==> config.mk <==
export PLATFORM = sky130hd
export DESIGN_NAME = mux2a1_cuatrobits_tx
export DESIGN_NICKNAME = d
export VERILOG_FILES = /design/src/rtl/mux2a1_cuatrobits_tx.sv
export SDC_FILE = /design/constraint.sdc
export NUM_CORES = 1
export LEC_CHECK = 0
export CORE_ASPECT_RATIO = 0.6
export CORE_MARGIN = 2
export CORE_UTILIZATION = 37
export DETAILED_ROUTE_END_ITERATION = 6
export PLACE_DENSITY = 0.56
export SLEW_MARGIN = 10
export SYNTH_ARGS = -nofsm -noshare
export SYNTH_HDL_FRONTEND = slang
export SYNTH_SLANG_ARGS = --single-unit
export TNS_END_PERCENT = 50
==> constraint.sdc <==
create_clock -name clk_8f -period 2.2 [get_ports clk_8f]
set_input_delay 0.22 -clock clk_8f [delete_from_list [all_inputs] [get_ports clk_8f]]
set_output_delay 0.22 -clock clk_8f [all_outputs]
set_load 0.02 [all_outputs]
==> src/rtl/mux2a1_cuatrobits_tx.sv <==
`default_nettype none
// ============================================================================
// Module   : mux2a1_cuatrobits_tx
// Purpose  : Two-lane 4-bit buffered 2:1 interleaver; emits lane0, lane1,
//            lane0, ... on one registered output stream.
// Revision : 1.0 - initial release
// ============================================================================
module mux2a1_cuatrobits_tx #(
    parameter int FIFO_DEPTH = 4
) (
    input  logic       clk_8f,
    input  logic       reset,
    input  logic       valid_in0,
    input  logic [3:0] data_in0,
    output logic       ready_in0,
    input  logic       valid_in1,
    input  logic [3:0] data_in1,
    output logic       ready_in1,
    output logic       valid_out,
    output logic [3:0] data_out,
    output logic [7:0] words_sent
);

    localparam int c_PTR_W = (FIFO_DEPTH > 1) ? $clog2(FIFO_DEPTH) : 1;
    localparam int c_CNT_W = c_PTR_W + 1;
    localparam logic [c_CNT_W-1:0] c_FULL = c_CNT_W'(FIFO_DEPTH);

    logic [1:0]      w_valid_in;
    logic [1:0][3:0] w_data_in;
    logic [1:0]      w_ready;
    logic [1:0]      w_push;
    logic [1:0]      w_pop;
    logic [1:0][3:0] w_head;
    logic            w_pop_sel;
    logic [3:0]      w_head_sel;

    logic            r_sel;
    logic            r_valid_out;
    logic [3:0]      r_data_out;
    logic [7:0]      r_words_sent;

    assign w_valid_in = {valid_in1, valid_in0};
    assign w_data_in  = {data_in1, data_in0};

    generate
        for (genvar gi = 0; gi < 2; gi++) begin : g_lane
            logic [3:0]         r_mem [FIFO_DEPTH];
            logic [c_PTR_W-1:0] r_wr_ptr;
            logic [c_PTR_W-1:0] r_rd_ptr;
            logic [c_CNT_W-1:0] r_count;

            // Ready looks only at registered occupancy, never at a same-cycle pop.
            assign w_ready[gi] = ~reset & (r_count < c_FULL);
            assign w_push[gi]  = w_valid_in[gi] & w_ready[gi];
            assign w_pop[gi]   = (r_sel == 1'(gi)) & (r_count != '0);
            assign w_head[gi]  = r_mem[r_rd_ptr];

            always_ff @(posedge clk_8f) begin
                if (w_push[gi]) begin
                    r_mem[r_wr_ptr] <= w_data_in[gi];
                end
            end

            always_ff @(posedge clk_8f) begin
                if (reset) begin
                    r_wr_ptr <= '0;
                    r_rd_ptr <= '0;
                    r_count  <= '0;
                end else begin
                    if (w_push[gi]) begin
                        r_wr_ptr <= r_wr_ptr + 1'b1;
                    end
                    if (w_pop[gi]) begin
                        r_rd_ptr <= r_rd_ptr + 1'b1;
                    end
                    case ({w_push[gi], w_pop[gi]})
                        2'b10:   r_count <= r_count + 1'b1;
                        2'b01:   r_count <= r_count - 1'b1;
                        default: r_count <= r_count;
                    endcase
                end
            end
        end
    endgenerate

    // The selector never skips an empty lane; that keeps the k-th words paired.
    assign w_pop_sel  = w_pop[r_sel];
    assign w_head_sel = w_head[r_sel];

    always_ff @(posedge clk_8f) begin
        if (reset) begin
            r_sel        <= 1'b0;
            r_valid_out  <= 1'b0;
            r_data_out   <= 4'h0;
            r_words_sent <= 8'd0;
        end else if (w_pop_sel) begin
            r_sel        <= ~r_sel;
            r_valid_out  <= 1'b1;
            r_data_out   <= w_head_sel;
            r_words_sent <= r_words_sent + 8'd1;
        end else begin
            r_valid_out  <= 1'b0;
        end
    end

    assign ready_in0  = w_ready[0];
    assign ready_in1  = w_ready[1];
    assign valid_out  = r_valid_out;
    assign data_out   = r_data_out;
    assign words_sent = r_words_sent;

endmodule
`default_nettype wire

# After elaboration in Yosys (flattened, before gate mapping)
# Memories as Yosys holds them, arrays and structs flattened. A register that Yosys moved wholly into a read port is not among the register bits.
# Index checks and enable logic that the tools add are counted.
word_totals:
  inputBits: 12
  ff_bits: 28
  output_inout_bits: 15
  mem_count: 2
  elab_cells: 55
  ram_bits: 32
op_classes:
  reduce_logical: 4
  eq_ne: 4
  n_addsub: 9
  bitwise_logic: 8
  magnitude_cmp: 3
  muxes: 15
mem_list:
  columns: ["memory", "depth", "word_bits", "read_ports", "rd_ports_with_merged_regs", "write_ports", "line", "rtl"]
  rows:
  - ["g_lane[0].r_mem", 4, 4, 1, 1, 1, "47", "logic [3:0] r_mem [FIFO_DEPTH];"]
  - ["g_lane[1].r_mem", 4, 4, 1, 1, 1, "47", null]
op_table:
  columns: ["operator", "n"]
  rows:
  - ["$pmux 3 s2", 2]
  - ["$add 2x1->2 const B", 4]
  - ["$add 8x1->8 const B", 1]
  - ["$mux 2", 4]
  - ["$mux 4", 2]
  - ["$mux 1", 7]
  - ["$add 3x1->3 const B", 2]
  - ["$and 1x1->1", 6]
  - ["$lt 3x3->1 const B", 2]
  - ["$reduce_bool 3->1", 2]
  - ["$sub 3x1->3 const B", 2]
  - ["$eq 2x1->1 const B", 2]
  - ["$eq 2x2->1 const B", 2]
  - ["$reduce_bool 2->1", 2]
  - ["$lt 1x2->1 const B", 1]
  - ["$not 1->1", 2]

# Depth between registers and ports, before layout
# Gate-level depths: netlist of run 1.
logic_depth:
  depth_word: 5
  ltp_mapped: 10

# Worst setup path before layout of run 1
# No wires, ideal clock.
synth_path:
  path_kind: "input to register"
  from: "input reset"
  to: "register g_lane[0].r_count[2]"
  setup_time_ps: 70
  n_path_buf: 1
  cell_stages: 10
  arrival_ps: 2005
  slack_ps: 125
  cell_sequence: "buf_2 -> nor2_1 -> and2_1 -> inv_1 -> ha_1 -> inv_1 -> fa_1 -> xor2_1 -> or3_1 -> a21oi_1"
synth_between:
  elab_chain_cells: 5
  word_cells_on_any_way: 7
  cone_classes: "eq/ne (2); mux (1); bitwise (3); reduce/logical (1)"
synth_rtl:
  columns: ["element", "line", "rtl"]
  rows:
  - ["start: declaration", "12", "input logic reset,"]
  - ["$not 1->1 *", "53", "assign w_ready[gi] = ~reset & (r_count < c_FULL);"]
  - ["$and 1x1->1 *", "53", null]
  - ["named net ready_in0", "15", "output logic ready_in0,"]
  - ["$and 1x1->1 *", "54", "assign w_push[gi] = w_valid_in[gi] & w_ready[gi];"]
  - ["$eq 2x1->1 or $eq 2x2->1 (tied branches)", "76", "case ({w_push[gi], w_pop[gi]})"]
  - ["$pmux 3 s2 or $reduce_bool 2->1 (tied branches)", null, null]
  - ["end signal: assignment", "77", "2'b10: r_count <= r_count + 1'b1;"]
  - ["end signal: assignment", "78", "2'b01: r_count <= r_count - 1'b1;"]
  - ["end signal: assignment", "79", "default: r_count <= r_count;"]
  - ["end: declaration", "50", "logic [c_CNT_W-1:0] r_count;"]
# The timed path passes the listed nets; every way through them passes the cells marked *.
# A chain may end at the register's enable or synchronous reset.

# Final worst setup path of run 1
layout_path:
  from: "input reset"
  to: "register g_lane[0].r_count[2]"
layout_between:
  elab_chain_cells: 5
  word_cells_on_any_way: 7
  cone_classes: "eq/ne (2); mux (1); bitwise (3); reduce/logical (1)"
layout_rtl:
  columns: ["element", "line"]
  rows:
  - ["$not 1->1", "53"]
  - ["$and 1x1->1", "53"]
  - ["$and 1x1->1", "54"]
  - ["$eq 2x1->1 or $eq 2x2->1 (tied branches)", "76"]
  - ["$pmux 3 s2 or $reduce_bool 2->1 (tied branches)", null]
# Several ways; a longest one is shown, not always the timed one.

==> results of run 1 <==
path summary, 6_finish.rpt:
path                            start                           endpoint  slack (ns)
max reg2reg        r_sel$_SDFFE_PP0P_  g_lane[1].r_count[2]$_SDFFE_PP0P_        0.20
max                             reset  g_lane[0].r_count[2]$_SDFFE_PP0P_        0.19
min          data_out[0]$_SDFFE_PP0P_           data_out[0]$_SDFFE_PP0P_        0.49
min reg2reg  data_out[0]$_SDFFE_PP0P_           data_out[0]$_SDFFE_PP0P_        0.49
area by class of cell:
| class | count | share of cell area |
|---|---|---|
| well taps | 87 | 0.0323 |
| repair buffers | 39 | 0.106 |
| clock inverters | 5 | 0.00705 |
| multi-input cells | 124 | 0.292 |
| inverters | 14 | 0.0156 |
| flip-flops and latches | 64 | 0.475 |
| clock buffers | 11 | 0.0720 |
critical path: cells and delay by family:
family                     cells  cell delay (ns)
AOI/OAI and AO/OA              1             0.14
xor gates and xnor gates       1             0.15
adders and majority gates      2             0.53
buffers and inverters          3             0.67
and+or+nand+nor                3             0.56
where the power goes:
part           switching (W)  internal [W]  total (W)
registers           0.000149       0.00143    0.00158
clock network       0.000476      0.000779    0.00125
logic               0.000627      0.000565    0.00119
total                0.00125       0.00277    0.00402
layout by cell type, fill, tap and decap left out, types with 5 or more instances in the layout:
cell              n
a21oi_1           9
a22o_1            5
and3_1            8
buf_4            13
clkbuf_16         9
clkdlybuf4s50_1  26
dfxtp_1          32
edfxtp_1         32
ha_1             11
inv_1            14
mux2i_1           6
mux4_2            5
nand2_1           7
nor2_1           22
o21ai_0           5
or3_1             5
xor2_1            6
sequential cells by signal, summed over array words and instances (netlist names), named ones only:
signal / flops
data_out: 4
valid_out: 1
r_sel: 1
g_lane.r_count: 6
g_lane.r_wr_ptr: 4
g_lane.r_rd_ptr: 4
g_lane.r_mem: 32
words_sent: 8
per-layer routing:
metal  vias to the layer above  GRT usage  share of wire
li1                        841          -              -
met1                       792      0.201           0.54
met2                        35      0.184           0.41
met3                         4     0.0660          0.047
met4                         0     0.0610         0.0076
met5                         -          0              0
kinds of logic (layout without fill, tap and decap cells):
family          count (synthesis)  in the layout  synth area share
xor+xnor                       10             10            0.0328
mux                            13             13            0.0744
compound gates                 29             29            0.0791
simple gates                   59             59             0.115
buf+inv                        20             69            0.0332
flops                          64             64             0.599
fa+ha+maj                      13             13            0.0664
per-stage QoR:
stage	instance area [um^2]	util	setup WS, ns	instances	power [W]
after CTS	3370	0.494	0.195	344	0.00407
after floorplan	2670	-	0.125	208	0.00240
after global routing	3370	0.494	0.0376	344	0.00431
after global placement	3100	0.455	-0.0747	328	0.00277
final	3370	0.494	0.186	344	0.00402
after detailed placement	3100	0.455	-0.134	328	0.00280
==> impl_metrics.env, run 1 <==
export IMPL_hold_depth=1
export IMPL_finalSetupViolations=0
export IMPL_routabilityCongestion=0.746
export IMPL_clk_latency_ns=0.33
export IMPL_path_class="input pin to register"
export IMPL_overflow=0
export IMPL_cts_sinks=64
export IMPL_yosysTopAreaCellShare=0.359
export IMPL_critPathLaunchType="input pin"
export IMPL_synth_warnings=0
export IMPL_grt_pass1_wl_um=8310
export IMPL_rsz0062_at_grt="false"
export IMPL_cts_made_buffers=9
export IMPL_die_x_um=114
export IMPL_power_density_mw_per_mm2=1190
export IMPL_antenna_found_initial=0
export IMPL_cts_tree="yes"
export IMPL_hpwl_um=3620
export IMPL_synth_largest_area_cell="edfxtp_1"
export IMPL_period_needed_ns=2.01
export IMPL_worst_pin_slew_ns=0.422
export IMPL_clock_skew_ns=0.00363
export IMPL_final_antenna_net_count=0
export IMPL_endpoint_kind="register"
export IMPL_synth_flop_cell="edfxtp_1"
export IMPL_drc=0
export IMPL_synth_distinct_cells=38
export IMPL_avgViaCountPerCell=4.86
export IMPL_crit_slowest_cell="clkdlybuf4s50_1"
export IMPL_finalCritPeriodShare=0.915
export IMPL_core_area_mm2=0.00682
export IMPL_gr_usage_all_layers=0.142
export IMPL_yosys_top_cells_area="edfxtp_1 (36%), dfxtp_1 (24%), ha_1 (5.1%), mux4_2 (4.2%), nor2_1 (3.1%)"
export IMPL_area_delta_synth_final_pct=26.1
export IMPL_initial_core_util=0.392
export IMPL_synth_enable_flop_cells=32
export IMPL_setup_tns_ns=0
export IMPL_ir_drop_v=0.000546
export IMPL_netlist_top_cells_count="dfxtp_1 (32), edfxtp_1 (32), nor2_1 (22)"
export IMPL_crit_fanout=4
export IMPL_avgRoutedWirePerCell_um=14.5
export IMPL_die_h_um=69.9
export IMPL_regArea_mm2=0.00160
export IMPL_cp_arrival_ns=2.27
export IMPL_cts_resized=0
export IMPL_fmax_ghz=0.497
export IMPL_p_leak_nw=1.23
export IMPL_diodes=0
export IMPL_outcome="completed"
export IMPL_num_vias=1672
export IMPL_drive_gt1_frac=0.156
export IMPL_hold_path_class="register to register"
export IMPL_drv_slew=0
export IMPL_wl_um=5010
export IMPL_drtIter0Drc=84
export IMPL_worstPathRequired_ns=2.46
export IMPL_multi_input_area_um2=983
export IMPL_drv_cap=0
export IMPL_first_global_vias=1635
export IMPL_netlist_instances=208
export IMPL_cpMostUsedCell="inv_1"
export IMPL_cts_reportedPaths_clkPinSlew_ns=0.05
export IMPL_pin_count=27
export IMPL_async_flop_share=0
export IMPL_crit_chain="clkdlybuf4s50_1 -> nor2_1 -> and2_1 -> inv_1 -> ha_1 -> inv_1 -> fa_1 -> xor2_1 -> or3_1 -> a21oi_1"
export IMPL_portBuffers=26
export IMPL_hold_slack_ns=0.487
export IMPL_syn_area_per_cell_um2=12.9
export IMPL_row_count=23
export IMPL_hold_buffers=0
export IMPL_cts_buffer_depth=2
export IMPL_ys_seq_elements=64
export IMPL_die_area_mm2=0.00795
export IMPL_h_tree_depth=3
export IMPL_hold_viol_final=0
export IMPL_synth_area_mm2=0.00267
export IMPL_grt_max_degree=25
export IMPL_cts_root_buffer="clkbuf_16"
export IMPL_dr_pass1_iters=4
export IMPL_synth_fp_nets=233
export IMPL_ys_seq_area_frac=0.599
export IMPL_postCtsSetupBuffers=0
export IMPL_reg2reg_depth=7
export IMPL_slowest_delay_ns=0.56
export IMPL_final_nets=277
export IMPL_n_fill_cell=618
export IMPL_max_slew_margin_rel=0.717
Power figures use the tool's default switching activity.
==> inputs of run 2 (changes only) <==
TNS_END_PERCENT = default   (was 50)
==> results of run 2 <==
Same layout as run 1: the final DEF is identical, and so are final timing and power.
